### config.mk
export PLATFORM = sky130hd
export DESIGN_NAME = interrupt_aggregator
export DESIGN_NICKNAME = d
export VERILOG_FILES = /design/src/rtl/interrupt_aggregator.sv
export SDC_FILE = /design/constraint.sdc
export NUM_CORES = 1
export LEC_CHECK = 0
export ABC_AREA = 1
export CORE_UTILIZATION = 31
export DETAILED_ROUTE_END_ITERATION = 7
export PLACE_DENSITY = 0.59
export RECOVER_POWER = 25
export SYNTH_ARGS = -nofsm -noshare
export SYNTH_HDL_FRONTEND = slang
export SYNTH_SLANG_ARGS = --single-unit
### constraint.sdc
create_clock -name clk_i -period 4.2 [get_ports clk_i]
set_input_delay 1.05 -clock clk_i [delete_from_list [all_inputs] [get_ports clk_i]]
set_output_delay 1.05 -clock clk_i [all_outputs]
set_load 0.01 [all_outputs]
### src/rtl/interrupt_aggregator.sv
// Multi-channel interrupt aggregator: latches per-channel event strobes into pending bits
// and drives one active-low host interrupt line in pulse mode or level mode.
module interrupt_aggregator #(
  parameter int NUM_CH     = 4,
  parameter int CNT_W      = 8,
  parameter int MIN_CYCLES = 128,
  parameter int GAP_CYCLES = 4
) (
  input  logic              clk_i,
  input  logic              rst_ni,
  input  logic [NUM_CH-1:0] start_i,
  input  logic [NUM_CH-1:0] mask_i,
  input  logic [NUM_CH-1:0] ack_i,
  input  logic              level_mode_i,
  output logic [NUM_CH-1:0] pending_o,
  output logic              busy_o,
  output logic              intN_o
);

  if (NUM_CH < 1 || NUM_CH > 32 || MIN_CYCLES < 1 || GAP_CYCLES < 1 ||
      (64'd1 << CNT_W) <= 64'(MIN_CYCLES) || (64'd1 << CNT_W) <= 64'(GAP_CYCLES)) begin : gParamCheck
    $error("interrupt_aggregator: illegal parameter combination");
  end

  typedef enum logic [1:0] {
    StIdle,
    StAssert,
    StHold,
    StGap
  } state_t;

  localparam logic [CNT_W-1:0] MinLast = CNT_W'(MIN_CYCLES - 1);
  localparam logic [CNT_W-1:0] GapLast = CNT_W'(GAP_CYCLES - 1);

  state_t            state_q;
  logic [NUM_CH-1:0] pending_q;
  logic [NUM_CH-1:0] pending_d;
  logic [CNT_W-1:0]  count_q;
  logic              startHit_q;
  logic              retrig_q;
  logic              mode_q;
  logic              intN_q;
  logic              req;

  assign pending_d = (pending_q & ~ack_i) | start_i;
  assign req       = |(pending_q & ~mask_i);

  // startHit_q marks an unmasked strobe from the previous cycle; it both opens a pulse
  // from IDLE and arms one retrigger while a pulse or gap is running.
  always_ff @(posedge clk_i or negedge rst_ni) begin
    if (!rst_ni) begin
      state_q    <= StIdle;
      pending_q  <= '0;
      count_q    <= '0;
      startHit_q <= 1'b0;
      retrig_q   <= 1'b0;
      mode_q     <= 1'b0;
      intN_q     <= 1'b1;
    end else begin
      pending_q  <= pending_d;
      startHit_q <= |(start_i & ~mask_i);
      case (state_q)
        StIdle: begin
          if (level_mode_i ? req : (startHit_q && req)) begin
            state_q  <= StAssert;
            mode_q   <= level_mode_i;
            count_q  <= '0;
            intN_q   <= 1'b0;
            retrig_q <= 1'b0;
          end
        end
        StAssert: begin
          if (startHit_q) retrig_q <= 1'b1;
          if (count_q == MinLast) begin
            if (mode_q && req) begin
              state_q <= StHold;
            end else begin
              state_q <= StGap;
              intN_q  <= 1'b1;
              count_q <= '0;
            end
          end else begin
            count_q <= count_q + 1'b1;
          end
        end
        StHold: begin
          if (!req) begin
            state_q <= StGap;
            intN_q  <= 1'b1;
            count_q <= '0;
          end
        end
        StGap: begin
          if (count_q == GapLast) begin
            count_q  <= '0;
            retrig_q <= 1'b0;
            // A strobe landing on the final gap cycle counts as a retrigger so it is not lost.
            if (mode_q ? req : ((retrig_q || startHit_q) && req)) begin
              state_q <= StAssert;
              intN_q  <= 1'b0;
            end else begin
              state_q <= StIdle;
            end
          end else begin
            count_q <= count_q + 1'b1;
            if (startHit_q) retrig_q <= 1'b1;
          end
        end
        default: begin
          state_q <= StIdle;
          intN_q  <= 1'b1;
        end
      endcase
    end
  end

  assign pending_o = pending_q;
  assign busy_o    = (state_q != StIdle);
  assign intN_o    = intN_q;

endmodule

==> results_dict.tcl, run 1 <==
set metrics [dict create \
    clockBufferDepth 2 \
    synth_flop_cell "dfrtp_1" \
    grtUsageMet1 0.175 \
    yosysUniqueCellTypes 30 \
    slew_headroom 0.453 \
    num_vias 1058 \
    wl_um 2460 \
    cp_max_fo 6 \
    io_buffer_count 20 \
    grt_pass1_vias 1027 \
    path_clk_slew_ps 70 \
    power_frac_seq 0.396 \
    tns_ps 0 \
    power.leakage_nw 0.781 \
    ys_ff_latch 18 \
    fin_crit_ps 2700 \
    drc 0 \
    cap_violations 0 \
    tightest_slew_ps 817 \
    cts-root-buf "clkbuf_8" \
    syn2layout_area_growth_pct 23.8 \
    rsz0062_at_grt "false" \
    cts_sinks 18 \
    die_w_um 65.3 \
    clkPwrFrac 0.253 \
    die_h_um 65.3 \
    fmax_mhz 371 \
    dr.pass1.iters 4 \
    cpPeakStageDelay_ps 480 \
    synth_top_family_by_area "simple AND/OR/NAND/NOR gates" \
    via_per_inst 4.46 \
    core_area_sq_um 3740 \
    min_path_type "reg -> reg" \
    cts_inserted_buffers 3 \
    crit_family "buffers and inverters" \
    overflow 0 \
    critPathKind "reg -> out" \
    nets 210 \
    sw_frac_of_total 0.353 \
    slew_violations 0 \
    synthArstFlopShare 1.00 \
    wl_per_cell_um 10.4 \
    grt_pass1_wl_um 4290 \
    grt.total_usage 0.129 \
    cts_setup_buffers 0 \
    power_density_nw_per_um2 363 \
    synthesis.area_sq_um 1240 \
    synth-edff-count 0 \
    antenna_left 0 \
    path_cells "inv_1 -> ha_1 -> inv_1 -> clkdlybuf4s50_1" \
    netlist_instances 168 \
    hold_viol_final 0 \
    postSynthAreaPerCell_sq_um 7.39 \
    antenna_found_initial 0 \
    grt_max_degree 19 \
    ys_seq_area_frac 0.364 \
    place.gp.congestion 0.869 \
    mostFrequentLayoutCell "nand2_1" \
    cts_tree "yes" \
    diodes 0 \
    critical_path.most_common_cell "inv_1" \
    status "complete, no violations" \
    dieArea_sq_um 4260 \
    synth-compound-area-share 0.119 \
    required_ps 3150 \
    place_hpwl_um 2000 \
    vdd_drop_max_mv 0.152 \
    use_met3 0.0278 \
    worstPathArrival_ps 1650 \
    clk_latency_ps 250 \
    path_buf_inv 3 \
    synth_nets 188 \
    finClkSkew_ps 6.10 \
    drive_gt1_frac 0.0952 \
    busiest_layer "met2" \
    combPwrFrac 0.351 \
    drt-initial-drc-count 30 \
    io-pin-count 21 \
    cp-start-kind "flop" \
    yosys.area_share.simple 0.343 \
    synthXorXnorAreaFrac 0.0141 \
    finalSetupViolCount 0 \
    hold_buffers 0 \
    timing.final.crit_share 0.643 \
    start_util 0.332 \
    std_cell_rows 22 \
    yosys.area_share.adder 0.0504 \
    grt_use_met2 0.207 \
    ys.warnings.count 0 \
    final_cell_mix "nand2_1, inv_1, dfrtp_1" \
    cts_resized 0 \
    power.total_uw 558 \
    cp_slowest_cell "clkdlybuf4s50_1" \
    internal-power_uw 361 \
    cts_htree_levels 1 \
    p_sw_uw 197 \
    cp-end-kind "primary output" \
    synth.mux.area_fraction 0 \
]
[Yosys cell counts, drive strengths merged, types with 2 or more instances]
master,instances,area share
a21oi,4,0.025
nor2,12,0.052
inv,31,0.094
nand2,49,0.16
nand3,17,0.077
o211ai,2,0.012
o21bai,3,0.018
nand4,6,0.030
dfrtp,17,0.34
buf,2,0.013
xor2,2,0.014
o21ai,10,0.043
ha,5,0.050
[final timing paths]
| path | cells after the start | slack [ps] | from | to |
|---|---|---|---|---|
| worst min-delay path | 2 | 460 | intN_o | intN_o |
| max in group asynchronous | 1 | 2360 | rst_ni | pending_o[2] |
| worst max-delay path | 4 | 1500 | state_q[0] | busy_o |
| min in group asynchronous | 1 | 1340 | rst_ni | pending_o[0] |
| worst max register to register | 7 | 2560 | count_q[1] | count_q[4] |
| worst min register to register | 2 | 460 | intN_o | intN_o |
[kinds of logic (layout without fill, tap and decap cells)]
kind of cell | after synthesis | after routing
compound gates | 22 | 22
simple gates | 87 | 87
xor+xnor | 2 | 2
flops | 18 | 18
fa+ha+maj | 5 | 5
buf+inv | 34 | 55
[power groups by stage]
stage | sequential, mW | combinational (mW) | clock [mW]
CTS | 0.221 | 0.201 | 0.145
floorplan | 0.219 | 0.147 | 0
detailed placement | 0.224 | 0.200 | 0
global placement | 0.225 | 0.198 | 0
global route | 0.225 | 0.226 | 0.153
finish | 0.221 | 0.196 | 0.141
[flip-flops by register name, indices dropped and copies added, names as in the netlist]
name,cells
pending_o,4
retrig_q,1
intN_o,1
count_q,8
state_q,2
mode_q,1
startHit_q,1
[layout make-up]
class | instances | area (sq um)
tap | 48 | 60.1
timing repair buffer | 20 | 200
inverter | 31 | 116
clock buffer | 4 | 55.1
sequential | 18 | 452
fill | 409 | 2210
multi-input combinational | 116 | 653
[per-layer routing]
metal | share of wire | vias to the layer above
li1 | - | 577
met1 | 0.51 | 453
met2 | 0.44 | 28
met3 | 0.051 | 0
met4 | 0 | 0
met5 | 0 | -
[worst min-delay path: cells and delay by family (launching register included)]
family / cells / cell delay [ps]
flip-flops: 1 / 370
AND/OR/NAND/NOR: 2 / 90
[per-stage QoR]
stage	util	cell area, sq um	instances	hold slack (ps)	setup WS (ps)
global route	0.410	1540	237	500	1380
finish	0.410	1540	237	462	1500
global placement	0.396	1480	233	451	1660
CTS	0.410	1540	237	465	1470
detailed placement	0.396	1480	233	454	1630
floorplan	-	1240	168	467	2230
Note: power is estimated with default switching activity, not from simulation.
==> run 2, diff against run 1 <==
==> constraint.sdc (replaced) <==
create_clock -name clk_i -period 2.7 [get_ports clk_i]
set_input_delay 0.675 -clock clk_i [delete_from_list [all_inputs] [get_ports clk_i]]
set_output_delay 0.675 -clock clk_i [all_outputs]
set_load 0.01 [all_outputs]
==> results_dict.tcl, run 2 (synthesis gave the netlist of run 1 again) <==
set metrics [dict create \
    grt_pass1_vias 1009 \
    num_vias 1096 \
    place.gp.congestion 0.874 \
    cts-root-buf "clkbuf_8" \
    core_area_sq_um 3740 \
    crit_end "busy_o" \
    vdd_drop_max_mv 0.200 \
    n_fill_cell 403 \
    hold_buffers 0 \
    cts_resized 0 \
    dpl-instance-area_sq_um 1490 \
    rsz0062_at_grt "false" \
    rr_endpoint "count_q[4]" \
    required_ps 2030 \
    tns_ps 0 \
    tightest_slew_ps 982 \
    worstPathArrival_ps 1660 \
    cts_htree_levels 1 \
    regMostFlops "count_q" \
    overflow 0 \
    cp_max_fo 6 \
    clkPwrFrac 0.231 \
    min_path_type "reg -> reg" \
    antenna_found_initial 0 \
    drc 0 \
    clk_latency_ps 250 \
    syn2layout_area_growth_pct 23.3 \
    status "complete, no violations" \
    cts_inserted_buffers 3 \
    drt-initial-drc-count 51 \
    wl_per_cell_um 10.5 \
    sw_frac_of_total 0.364 \
    largest_reg_flops 8 \
    cts_setup_buffers 0 \
    critPathKind "reg -> out" \
    combPwrFrac 0.363 \
    r2r-start "count_q[0]" \
    reg2regPathDepth 7 \
    reg2reg_slack_ps 1060 \
    mostFrequentLayoutCell "nand2_1" \
    place_hpwl_um 1990 \
    timing.final.crit_share 0.865 \
    die_w_um 65.3 \
    fmax_mhz 428 \
    antenna_left 0 \
    io_buffer_count 20 \
    dr.pass1.iters 4 \
    grt_pass1_wl_um 4220 \
    grt.total_usage 0.128 \
    final_cell_mix "nand2_1, inv_1, clkdlybuf4s50_1" \
    cap_violations 0 \
    nets 211 \
    grt_max_degree 19 \
    power_frac_seq 0.406 \
    dieArea_sq_um 4260 \
    cts_sinks 18 \
    slew_violations 0 \
    wl_um 2500 \
    clockBufferDepth 2 \
    die_h_um 65.3 \
    design_area_sq_um 1530 \
    diodes 0 \
    power.leakage_nw 0.775 \
    critPathLaunch "state_q[0]" \
    io-pin-count 21 \
    finalSetupViolCount 0 \
    path_clk_slew_ps 70 \
    power_density_nw_per_um2 554 \
    slew_headroom 0.345 \
    hold_viol_final 0 \
    cp-start-kind "flop" \
    fin_util 0.409 \
    finClkSkew_ps 5.20 \
    via_per_inst 4.61 \
    start_util 0.332 \
    fin_crit_ps 2340 \
    std_cell_rows 22 \
    cp-end-kind "primary output" \
    internal-power_uw 539 \
    cts_tree "yes" \
    p_sw_uw 309 \
    drive_gt1_frac 0.0895 \
]
-- run 2: cell count changes in the layout (fill, tap and decap cells not counted) --
cell,previous run,this run
clkbuf_8,4,3
clkbuf_1,0,2
dlygate4sd3_1,5,1
clkdlybuf4s50_1,15,19
-- run 2: power groups by stage --
| stage | Combinational, mW | Sequential (mW) | Clock [mW] |
|---|---|---|---|
| 6_report | 0.308 | 0.344 | 0.196 |
| 3_5_place_dp | 0.311 | 0.349 | 0 |
| 3_3_place_gp | 0.310 | 0.349 | 0 |
| 4_1_cts | 0.313 | 0.344 | 0.204 |
| 2_1_floorplan | 0.229 | 0.341 | 0 |
| 5_1_grt | 0.354 | 0.350 | 0.209 |
-- run 2: cell type report --
cell class	instances	area, sq um	share of cell area
repair buffers	21	204	0.133
flip-flops and latches	18	452	0.295
clock buffers	4	45.0	0.0294
multi-input cells	116	653	0.427
well taps	48	60.1	0.0392
inverters	31	116	0.0760
-- run 2: worst min path at each step --
stage | startpoint | endpoint | depth (start not counted)
CTS | intN_o | intN_o | 2
finish | intN_o | intN_o | 2
detailed placement | intN_o | intN_o | 2
global route | intN_o | intN_o | 2
floorplan | rst_ni | count_q[0] | 0
global placement | intN_o | intN_o | 2
-- run 2: critical path, stage by stage (launching register included) --
cell and delay, ps:
dfrtp_1 400, inv_1 110, ha_1 340, inv_1 70
clkdlybuf4s50_1 480
-- run 2: routing by layer --
| metal | vias up | wire [um] | GRT usage |
|---|---|---|---|
| li1 | 582 | - | - |
| met1 | 484 | 1270 | 0.174 |
| met2 | 28 | 1110 | 0.209 |
| met3 | 2 | 99 | 0.0156 |
| met4 | 0 | 19 | 0.0408 |
| met5 | - | 0 | 0 |
-- run 2: per-stage QoR --
step           worst slack (ps)  instances  power [mW]  hold WS, ps
2_1_floorplan              1100        168       0.570          379
3_3_place_gp                537        234       0.659          451
3_5_place_dp                522        234       0.660          454
4_1_cts                     331        238       0.861          465
5_1_grt                     259        238       0.914          502
6_report                    364        238       0.848          463
==> run 3, diff against run 2 <==
==> constraint.sdc (replaced) <==
create_clock -name clk_i -period 2.7 [get_ports clk_i]
set_input_delay 0.405 -clock clk_i [delete_from_list [all_inputs] [get_ports clk_i]]
set_output_delay 0.405 -clock clk_i [all_outputs]
set_load 0.01 [all_outputs]
==> results_dict.tcl, run 3 (synthesis gave the netlist of run 1 again) <==
set metrics [dict create \
    status "complete, no violations" \
    drive_gt1_frac 0.0952 \
    die_w_um 65.3 \
    critPathLaunch "state_q[0]" \
    place.gp.congestion 0.869 \
    std_cell_rows 22 \
    drc 0 \
    grt_max_degree 19 \
    cpPeakStageDelay_ps 480 \
    overflow 0 \
    post-place-ws_ps 775 \
    regMostFlops "count_q" \
    reg2regPathDepth 7 \
    internal-power_uw 563 \
    cts-root-buf "clkbuf_8" \
    cp-start-kind "flop" \
    rr_endpoint "count_q[4]" \
    finClkSkew_ps 5.69 \
    cts_sinks 18 \
    power.leakage_nw 0.781 \
    clk_latency_ps 260 \
    dr.pass1.iters 4 \
    power_density_nw_per_um2 568 \
    io-pin-count 21 \
    nets 210 \
    cap_violations 0 \
    finalWorstSetupSlack_ps 631 \
    combPwrFrac 0.352 \
    clkPwrFrac 0.255 \
    antenna_left 0 \
    dieArea_sq_um 4260 \
    ff_latch_area_sq_um 452 \
    cts_inserted_buffers 3 \
    min_path_type "reg -> reg" \
    worstPathArrival_ps 1660 \
    hold_buffers 0 \
    diodes 0 \
    cp_slowest_cell "clkdlybuf4s50_1" \
    power_frac_seq 0.394 \
    design_area_sq_um 1540 \
    slew_violations 0 \
    critPathKind "reg -> out" \
    start_util 0.332 \
    tns_ps 0 \
    r2r-start "count_q[1]" \
    final_cell_mix "nand2_1, inv_1, dfrtp_1" \
    required_ps 2300 \
    core_area_sq_um 3740 \
    cp_max_fo 6 \
    grt.total_usage 0.137 \
    timing.final.crit_share 0.766 \
    timing.hold.ws_ps 464 \
    place_hpwl_um 2020 \
    fmax_mhz 483 \
    tightest_slew_ps 830 \
    slew_headroom 0.445 \
    vdd_drop_max_mv 0.187 \
    syn2layout_area_growth_pct 23.8 \
    finalSetupViolCount 0 \
    via_per_inst 4.51 \
    num_vias 1070 \
    die_h_um 65.3 \
    cts_tree "yes" \
    wl_um 2510 \
    largest_reg_flops 8 \
    grt_pass1_wl_um 4470 \
    dp_cells 233 \
    fin_crit_ps 2070 \
    antenna_found_initial 0 \
    drt-initial-drc-count 38 \
    hold_start "intN_o" \
    sw_frac_of_total 0.356 \
    wl_per_cell_um 10.6 \
    cp-end-kind "primary output" \
    path_clk_slew_ps 70 \
    path_cells "inv_1 -> ha_1 -> inv_1 -> clkdlybuf4s50_1" \
    p_sw_uw 311 \
    grt_pass1_vias 1037 \
    critical_path.most_common_cell "inv_1" \
    clockBufferDepth 2 \
    dpl-instance-area_sq_um 1480 \
    cts_htree_levels 1 \
    n_fill_cell 412 \
    reg2reg_slack_ps 1070 \
    cts_resized 0 \
    multiInputGateArea_sq_um 653 \
    crit_end "busy_o" \
    cts_setup_buffers 0 \
    io_buffer_count 20 \
    mostFrequentLayoutCell "nand2_1" \
    hold_viol_final 0 \
    instances_no_fill 237 \
    rsz0062_at_grt "false" \
]
## run 3: cell count changes in the layout (fill, tap and decap cells not counted)
cell,change
clkbuf_1,-2
clkbuf_8,+1
clkdlybuf4s50_1,-4
dlygate4sd3_1,+4
## run 3: worst min-delay path by stage
stage / depth (start not counted) / slack [ps] / endpoint
6_report: 2 / 460 / intN_o
5_1_grt: 2 / 500 / intN_o
4_1_cts: 2 / 470 / intN_o
3_5_place_dp: 2 / 450 / intN_o
3_3_place_gp: 2 / 450 / intN_o
2_1_floorplan: 0 / 110 / count_q[0]
## run 3: power by group through the flow
| stage | Combinational [mW] | Sequential [mW] | Clock [mW] |
|---|---|---|---|
| after global routing | 0.355 | 0.350 | 0.242 |
| after detailed placement | 0.311 | 0.349 | 0 |
| final | 0.307 | 0.344 | 0.223 |
| after global placement | 0.309 | 0.349 | 0 |
| after floorplan | 0.229 | 0.341 | 0 |
| after CTS | 0.313 | 0.344 | 0.230 |
## run 3: per-layer routing
metal	track usage	wire, um	share of wire	vias up
met5	0	0	0	-
met4	0.0516	14	0.0056	0
met3	0.0313	123	0.049	2
met2	0.209	1090	0.43	24
met1	0.187	1290	0.51	468
li1	-	-	-	576
## run 3: metrics by stage
stage / power (mW) / utilization
2_1_floorplan: 0.570 / -
3_3_place_gp: 0.658 / 0.396
3_5_place_dp: 0.660 / 0.396
4_1_cts: 0.886 / 0.410
5_1_grt: 0.947 / 0.410
6_report: 0.873 / 0.410
## run 3: worst max-delay path: cells and delay by family, from the launching register on
kind | cells | cell delay, ps
flip-flops | 1 | 400
adder cells (fa/ha/maj) | 1 | 350
buffers and inverters | 3 | 660
## run 3: area by class of cell
class	count	area share
clock buffer	4	0.0358
timing repair buffer	20	0.130
inverter	31	0.0757
sequential	18	0.294
multi-input combinational	116	0.425
tap	48	0.0391
